### src/rtl/cop_xfer_pkg.sv
// Shared definitions for the coprocessor transfer unit: FSM encoding,
// staging-entry layout and default parameter values.
package cop_xfer_pkg;

    localparam int unsigned DEF_WIDTH = 32;
    localparam int unsigned DEF_DEPTH = 3;
    localparam int unsigned DEF_NCOP  = 4;
    localparam int unsigned DEF_TMO   = 15;

    typedef enum logic [1:0] {
        ST_IDLE = 2'd0,
        ST_WAIT = 2'd1,
        ST_HOLD = 2'd2
    } xfer_state_e;

    typedef enum logic {
        DIR_FROM = 1'b0,
        DIR_TO   = 1'b1
    } xfer_dir_e;

    // Low bits of every staging entry; sel and data sit above it: {data, sel, hdr}
    typedef struct packed {
        xfer_dir_e dir;
        logic      valid;
    } ent_hdr_t;

    localparam int unsigned ENT_VLD = 0;
    localparam int unsigned ENT_SEL = $bits(ent_hdr_t);

    function automatic int unsigned ent_bits(input int unsigned selw, input int unsigned width);
        return ENT_SEL + selw + width;
    endfunction

endpackage

### src/rtl/cop_xfer_unit_if.sv
// Issue, coprocessor-bus and register-file handshake signals of the transfer unit.
interface cop_xfer_unit_if #(
    parameter int unsigned WIDTH = 32,
    parameter int unsigned NCOP  = 4
);
    logic                     Stall_s1;
    logic                     Kill_s1;
    logic                     MvTo_s1;
    logic                     MvFrom_s1;
    logic [$clog2(NCOP)-1:0]  CopSel_s1;
    logic [WIDTH-1:0]         BTBus_s1;
    logic [WIDTH-1:0]         CopBusOut;
    logic [NCOP-1:0]          CopBusOE;
    logic [NCOP*WIDTH-1:0]    CopBusIn;
    logic [NCOP-1:0]          CopRspValid;
    logic [WIDTH-1:0]         MemBus;
    logic                     MemBusValid;
    logic                     MemBusAck;
    logic                     Busy;
    logic                     Timeout;

    modport master (
        output Stall_s1, Kill_s1, MvTo_s1, MvFrom_s1, CopSel_s1, BTBus_s1,
               CopBusIn, CopRspValid, MemBusAck,
        input  CopBusOut, CopBusOE, MemBus, MemBusValid, Busy, Timeout
    );

    modport slave (
        input  Stall_s1, Kill_s1, MvTo_s1, MvFrom_s1, CopSel_s1, BTBus_s1,
               CopBusIn, CopRspValid, MemBusAck,
        output CopBusOut, CopBusOE, MemBus, MemBusValid, Busy, Timeout
    );
endinterface

### src/rtl/cop_stage_reg.sv
// One staging register: loads on enable, kill clears only the valid bit.
module cop_stage_reg
    import cop_xfer_pkg::*;
#(
    parameter int unsigned W = 8
) (
    input  logic         clk,
    input  logic         rst_n,
    input  logic         i_en,
    input  logic         i_kill,
    input  logic [W-1:0] i_d,
    output logic [W-1:0] o_q
);
    logic [W-1:0] r_q;

    always_ff @(posedge clk or negedge rst_n) begin
        if (!rst_n) begin
            r_q <= '0;
        end else if (i_kill) begin
            r_q[ENT_VLD] <= 1'b0;
        end else if (i_en) begin
            r_q <= i_d;
        end
    end

    assign o_q = r_q;
endmodule

### src/rtl/cop_xfer_unit.sv
// Coprocessor move-to/move-from transfer unit: DEPTH-stage issue staging,
// one-hot write strobes and a response/timeout FSM feeding the register file.
module cop_xfer_unit
    import cop_xfer_pkg::*;
#(
    parameter int unsigned WIDTH = DEF_WIDTH,
    parameter int unsigned DEPTH = DEF_DEPTH,
    parameter int unsigned NCOP  = DEF_NCOP,
    parameter int unsigned TMO   = DEF_TMO
) (
    input  logic           Phi1,
    input  logic           Reset_s1n,
    cop_xfer_unit_if.slave bus
);
    localparam int unsigned SELW = $clog2(NCOP);
    localparam int unsigned CNTW = $clog2(TMO + 1);
    localparam int unsigned EW   = ent_bits(SELW, WIDTH);

    logic [EW-1:0]    w_stg_d [DEPTH];
    logic [EW-1:0]    w_stg_q [DEPTH];
    logic [EW-1:0]    w_iss;
    logic [EW-1:0]    w_fin;
    ent_hdr_t         w_iss_hdr;
    ent_hdr_t         w_fin_hdr;
    logic [SELW-1:0]  w_fin_sel;
    logic [WIDTH-1:0] w_fin_data;
    logic             w_adv;
    logic             w_retire;
    logic             w_fin_vld_nxt;
    logic             w_rsp_hit;
    logic [WIDTH-1:0] w_rsp_data;

    xfer_state_e      r_state, w_state_nxt;
    logic [SELW-1:0]  r_sel, w_sel_nxt;
    logic [CNTW-1:0]  r_cnt, w_cnt_nxt;
    logic [WIDTH-1:0] r_mem, w_mem_nxt;
    logic             w_tmo_nxt;
    logic             r_tmo;
    logic             r_mvld;
    logic             r_busy;
    logic [NCOP-1:0]  r_oe;
    logic [WIDTH-1:0] r_cop_out;

    always_comb begin
        w_iss_hdr.valid = bus.MvTo_s1 | bus.MvFrom_s1;
        w_iss_hdr.dir   = bus.MvTo_s1 ? DIR_TO : DIR_FROM;
    end
    assign w_iss = {bus.BTBus_s1, bus.CopSel_s1, w_iss_hdr};

    // Busy is registered from next-cycle values, so it is exact in the cycle it gates
    assign w_adv = !bus.Stall_s1 && !r_busy;

    for (genvar g = 0; g < DEPTH; g++) begin : g_stg
        if (g == 0) begin : g_head
            assign w_stg_d[g] = w_iss;
        end else begin : g_body
            assign w_stg_d[g] = w_stg_q[g-1];
        end
        cop_stage_reg #(.W(EW)) u_stg (
            .clk    (Phi1),
            .rst_n  (Reset_s1n),
            .i_en   (w_adv),
            .i_kill (bus.Kill_s1),
            .i_d    (w_stg_d[g]),
            .o_q    (w_stg_q[g])
        );
    end

    assign w_fin      = w_stg_q[DEPTH-1];
    assign w_fin_hdr  = ent_hdr_t'(w_fin[ENT_SEL-1:0]);
    assign w_fin_sel  = w_fin[ENT_SEL +: SELW];
    assign w_fin_data = w_fin[ENT_SEL+SELW +: WIDTH];

    // A killed final entry is squashed rather than retired
    assign w_retire      = w_adv && w_fin_hdr.valid && !bus.Kill_s1;
    assign w_fin_vld_nxt = bus.Kill_s1 ? 1'b0
                         : (w_adv ? w_stg_d[DEPTH-1][ENT_VLD] : w_fin_hdr.valid);

    always_comb begin
        w_rsp_hit  = 1'b0;
        w_rsp_data = '0;
        for (int k = 0; k < int'(NCOP); k++) begin
            if (r_sel == SELW'(k)) begin
                w_rsp_hit  = bus.CopRspValid[k];
                w_rsp_data = bus.CopBusIn[k*WIDTH +: WIDTH];
            end
        end
    end

    always_comb begin
        w_state_nxt = r_state;
        w_sel_nxt   = r_sel;
        w_cnt_nxt   = r_cnt;
        w_mem_nxt   = r_mem;
        w_tmo_nxt   = 1'b0;
        case (r_state)
            ST_IDLE: begin
                if (w_retire && w_fin_hdr.dir == DIR_FROM) begin
                    w_state_nxt = ST_WAIT;
                    w_sel_nxt   = w_fin_sel;
                    w_cnt_nxt   = '0;
                end
            end
            ST_WAIT: begin
                w_cnt_nxt = (r_cnt == CNTW'(TMO)) ? r_cnt : r_cnt + CNTW'(1);
                // A response in the last waiting cycle beats the timeout
                if (w_rsp_hit) begin
                    w_mem_nxt   = w_rsp_data;
                    w_state_nxt = ST_HOLD;
                end else if (r_cnt == CNTW'(TMO - 1)) begin
                    w_mem_nxt   = '1;
                    w_tmo_nxt   = 1'b1;
                    w_state_nxt = ST_HOLD;
                end
            end
            ST_HOLD: begin
                if (bus.MemBusAck) begin
                    w_state_nxt = ST_IDLE;
                end
            end
            default: w_state_nxt = ST_IDLE;
        endcase
    end

    always_ff @(posedge Phi1 or negedge Reset_s1n) begin
        if (!Reset_s1n) begin
            r_state   <= ST_IDLE;
            r_sel     <= '0;
            r_cnt     <= '0;
            r_mem     <= '0;
            r_tmo     <= 1'b0;
            r_mvld    <= 1'b0;
            r_busy    <= 1'b0;
            r_oe      <= '0;
            r_cop_out <= '0;
        end else begin
            r_state <= w_state_nxt;
            r_sel   <= w_sel_nxt;
            r_cnt   <= w_cnt_nxt;
            r_mem   <= w_mem_nxt;
            r_tmo   <= w_tmo_nxt;
            r_mvld  <= (w_state_nxt == ST_HOLD);
            r_busy  <= w_fin_vld_nxt && (w_state_nxt != ST_IDLE);
            if (w_retire && w_fin_hdr.dir == DIR_TO) begin
                r_oe      <= NCOP'(1) << w_fin_sel;
                r_cop_out <= w_fin_data;
            end else begin
                r_oe      <= '0;
            end
        end
    end

    assign bus.CopBusOut   = r_cop_out;
    assign bus.CopBusOE    = r_oe;
    assign bus.MemBus      = r_mem;
    assign bus.MemBusValid = r_mvld;
    assign bus.Busy        = r_busy;
    assign bus.Timeout     = r_tmo;
endmodule

### src/flat_wrapper.sv
// flat-port wrapper written by rule: the top's interface ports become plain ports
module cop_xfer_unit_flat import cop_xfer_pkg::*;
#(
    parameter int unsigned WIDTH = DEF_WIDTH,
    parameter int unsigned DEPTH = DEF_DEPTH,
    parameter int unsigned NCOP  = DEF_NCOP,
    parameter int unsigned TMO   = DEF_TMO
)
  (Phi1, Reset_s1n, bus_Stall_s1, bus_Kill_s1, bus_MvTo_s1, bus_MvFrom_s1, bus_CopSel_s1, bus_BTBus_s1, bus_CopBusIn, bus_CopRspValid, bus_MemBusAck, bus_CopBusOut, bus_CopBusOE, bus_MemBus, bus_MemBusValid, bus_Busy, bus_Timeout);
  cop_xfer_unit_if #(.WIDTH(WIDTH), .NCOP(NCOP)) bus_i ();
  input  logic Phi1;
  input  logic Reset_s1n;
  input wire logic [$bits(bus_i.Stall_s1)-1:0] bus_Stall_s1;
  input wire logic [$bits(bus_i.Kill_s1)-1:0] bus_Kill_s1;
  input wire logic [$bits(bus_i.MvTo_s1)-1:0] bus_MvTo_s1;
  input wire logic [$bits(bus_i.MvFrom_s1)-1:0] bus_MvFrom_s1;
  input wire logic [$bits(bus_i.CopSel_s1)-1:0] bus_CopSel_s1;
  input wire logic [$bits(bus_i.BTBus_s1)-1:0] bus_BTBus_s1;
  input wire logic [$bits(bus_i.CopBusIn)-1:0] bus_CopBusIn;
  input wire logic [$bits(bus_i.CopRspValid)-1:0] bus_CopRspValid;
  input wire logic [$bits(bus_i.MemBusAck)-1:0] bus_MemBusAck;
  output wire logic [$bits(bus_i.CopBusOut)-1:0] bus_CopBusOut;
  output wire logic [$bits(bus_i.CopBusOE)-1:0] bus_CopBusOE;
  output wire logic [$bits(bus_i.MemBus)-1:0] bus_MemBus;
  output wire logic [$bits(bus_i.MemBusValid)-1:0] bus_MemBusValid;
  output wire logic [$bits(bus_i.Busy)-1:0] bus_Busy;
  output wire logic [$bits(bus_i.Timeout)-1:0] bus_Timeout;
  assign bus_i.Stall_s1 = bus_Stall_s1;
  assign bus_i.Kill_s1 = bus_Kill_s1;
  assign bus_i.MvTo_s1 = bus_MvTo_s1;
  assign bus_i.MvFrom_s1 = bus_MvFrom_s1;
  assign bus_i.CopSel_s1 = bus_CopSel_s1;
  assign bus_i.BTBus_s1 = bus_BTBus_s1;
  assign bus_i.CopBusIn = bus_CopBusIn;
  assign bus_i.CopRspValid = bus_CopRspValid;
  assign bus_i.MemBusAck = bus_MemBusAck;
  assign bus_CopBusOut = bus_i.CopBusOut;
  assign bus_CopBusOE = bus_i.CopBusOE;
  assign bus_MemBus = bus_i.MemBus;
  assign bus_MemBusValid = bus_i.MemBusValid;
  assign bus_Busy = bus_i.Busy;
  assign bus_Timeout = bus_i.Timeout;
  cop_xfer_unit #(.WIDTH(WIDTH), .DEPTH(DEPTH), .NCOP(NCOP), .TMO(TMO)) u_core (.Phi1(Phi1), .Reset_s1n(Reset_s1n), .bus(bus_i));
endmodule
### config.mk
export PLATFORM = sky130hd
export DESIGN_NAME = cop_xfer_unit_flat
export DESIGN_NICKNAME = d
export VERILOG_FILES = /design/src/rtl/cop_xfer_pkg.sv /design/src/rtl/cop_xfer_unit_if.sv /design/src/rtl/cop_stage_reg.sv /design/src/rtl/cop_xfer_unit.sv /design/src/flat_wrapper.sv
export SDC_FILE = /design/constraint.sdc
export NUM_CORES = 1
export LEC_CHECK = 0
export CORE_MARGIN = 2
export CORE_UTILIZATION = 47
export CTS_BUF_LIST = sky130_fd_sc_hd__clkbuf_16
export DETAILED_ROUTE_END_ITERATION = 6
export PLACE_DENSITY_LB_ADDON = 0.08
export SYNTH_ARGS = -nofsm -noshare
export SYNTH_HDL_FRONTEND = slang
export SYNTH_SLANG_ARGS = --single-unit
export TNS_END_PERCENT = 50
### constraint.sdc
create_clock -name Phi1 -period 2.21 [get_ports Phi1]
set_input_delay 0.5525 -clock Phi1 [delete_from_list [all_inputs] [get_ports Phi1]]
set_output_delay 0.5525 -clock Phi1 [all_outputs]
set_load 0.05 [all_outputs]
==> out/qor.txt <==
LEAKAGE - 4.78 nW
Crit path max-delay family - buffers and inverters
CTS clk-pin slew, worst paths - 70 ps
Final worst path period need - 2170 ps
TritonCTS clock tree - done
Clk Tree Root Cell - clkbuf_16
GRT overflow - 0
Layout cell share with drive strength beyond 1 - 32.2%
Fin crit share - 98.0%
Final Max Slew Viols - 0
Most used routing layer - met2
Routability congestion estimate from global placement - 0.808
Detailed Routing Iterations Pass 1 - 4
Achievable Freq - 0.462 GHz
CP Max Fanout - 2
Worst VDD drop - 0.567 mV
Total die area - 17600 um^2
Sequential share of the synthesized area - 60.3%
Die width - 133 um
Setup TNS - 0 ps
Largest stage delay, worst path - 820 ps
Initial Utilization - 48.5%
Std cell rows - 46
Critical Path AT - 1610 ps
RSZ-0062 raised after global routing - false
Crit end category - primary output
Post-route ant nets - 0
Hold-fix buffers, CTS - 0
Tightest Pin Transition - 565 ps
First-pass GRT wire length - 28600 um
Placed wire-length estimate - 13200 um
Gate Count Post-Synth - 470
Post-Route WL - 17300 um
Post-Syn Area - 7760 um^2
Worst r2r src - u_core.r_sel[0]
Total track usage - 21.0%
Post-DP Area - 10600 um^2
Crit path kind - reg -> out
Clock Skews - 6.99 ps
Library cells used by synthesis - 28
Worst Setup SP - u_core.bus.MemBus[6]
GRT met1 Usage - 24.6%
Hold crit path type - in -> async
TritonCTS buffer count - 17
Postcts setup bufs - 0
H-tree levels - 4
Crit path cell chain - clkdlybuf4s50_1
CTS Sinks - 187
DRC violations left - 0
Max-cap violations - 0
Status - finished, final reports clean
CTS Buffer Depth - 2
PD cells - 934 nW/um^2
WP data required - 1660 ps
Fin nets - 900
Die Height - 133 um
CP max-delay cell - clkdlybuf4s50_1
Relative slew slack - 62.2%
IO Pins - 244
GR met2 Demand/Resource - 38.0%
Area growth, synth to finish - 43.8%
Leading cell type in the layout, fill and taps excluded - clkdlybuf4s50_1
CP Launch Type - flop
DR WL/cell - 18.2 um
Area of the core - 16000 um^2
Endpoints failing setup - 0
Number of vias in the routed layout - 4963
Net count after synthesis - 645
Port-buffer cells - 243
Largest net degree at the start of global routing - 52
Final Cell Area - 11200 um^2
Ys Warns - 0
GR Util met3 - 5.13%
Syn_area_per_cell - 16.5 um^2
Initial antenna violation count - 0
CP Buf/Inv Count - 1
# diodes - 0
Avg Vias per Cell - 5.21
Synthesized flop and latch total - 187
Hold Fails Final Rpt - 0
Vias in the first global route - 5538
Clock latency at the later pin of the worst-skew pair - 420 ps
Initial drt markers - 225
Commonest cells after routing, fill and taps aside - clkdlybuf4s50_1, dfrtp_1, mux2_2, mux4_2, o22a_1
## worst paths after layout
| kind | endpoint | slack (ps) | cells past startpoint |
|---|---|---|---|
| hold / removal | u_core.bus.CopBusOut[14] | 80 | 1 |
| hold reg to reg | u_core.g_stg[1].u_stg.o_q[29] | 500 | 1 |
| min in group Phi1 | u_core.g_stg[1].u_stg.o_q[29] | 500 | 1 |
| setup reg to reg | u_core.bus.MemBus[28] | 520 | 4 |
| setup / recovery | bus_MemBus[6] | 40 | 1 |
| max in group asynchronous | u_core.r_sel[0] | 1490 | 2 |
## stage by stage
step	total power [mW]	hold WS, ps	setup slack, ps	utilization [%]	cells
4_1_cts	10.6	88.3	3.39	69.6	953
3_5_place_dp	7.77	486	22.0	66.3	922
6_report	10.4	84.5	44.0	69.8	953
3_3_place_gp	7.64	481	65.7	66.3	922
5_1_grt	11.0	99.5	0.482	69.8	953
2_1_floorplan	6.49	257	276	-	470
## state kept, by name (all words and copies together), names as in the netlist, 2 cells and up
signal / flops
u_core.g_stg.u_stg.o_q: 108
u_core.bus.CopBusOut: 32
u_core.r_cnt: 4
u_core.r_sel: 2
u_core.bus.CopBusOE: 4
u_core.bus.MemBus: 32
u_core.r_state: 2
## cell usage after synthesis, drive strengths merged
cell type    n  share of area (%)
buf         26                2.2
nand2b       1              0.081
o31a         1               0.11
o32ai        1               0.11
clkbuf       5               0.24
o21a         1               0.19
nand3        2               0.13
o22a        32                3.6
mux2       139                 20
nor2         1              0.048
nor3b        4               0.39
nand2        2              0.097
mux4        33                9.6
nor3         4               0.32
nor2b        1              0.081
inv          2              0.097
dfrtp      187                 60
o21ai        7               0.45
ha           2               0.32
o31ai        2               0.19
or2          3               0.24
or3b         1               0.11
a21oi        5               0.32
or3          3               0.24
and3         5               0.40
## per-layer routing
metal | up-vias | wire (um) | part of all wire [%]
met5 | - | 0 | 0
met4 | 0 | 381 | 2.2
li1 | 2276 | - | -
met1 | 2508 | 6620 | 38
met2 | 156 | 9470 | 55
met3 | 23 | 826 | 4.8
## cell type report
class	instances	area, um^2
clock buffer	17	425
clock inverter	14	108
fill	1127	4840
inverter	2	7.51
multi-input combinational	250	2900
sequential	187	4680
tap	216	270
timing repair buffer	267	2780
## logic make-up after synthesis
group | Yosys count | synth area share [%]
compound gates | 49 | 5.00
fa+ha+maj | 2 | 0.322
buf+inv | 33 | 2.50
simple gates | 27 | 2.14
mux | 172 | 29.7
flops | 187 | 60.3
## power by group
group / internal [mW] / total (mW) / switching [mW] / leakage, nW
registers: 4.18 / 4.61 / 0.432 / 2.31
logic: 1.49 / 3.05 / 1.56 / 2.21
clock network: 1.53 / 2.76 / 1.23 / 0.264
## what timing repair did
item                       4_1_cts  5_1_grt
gates resized for setup          1       11
setup endpoints to repair        1       11
gates cloned                     0        0
Note: power is estimated with default switching activity, not from simulation.
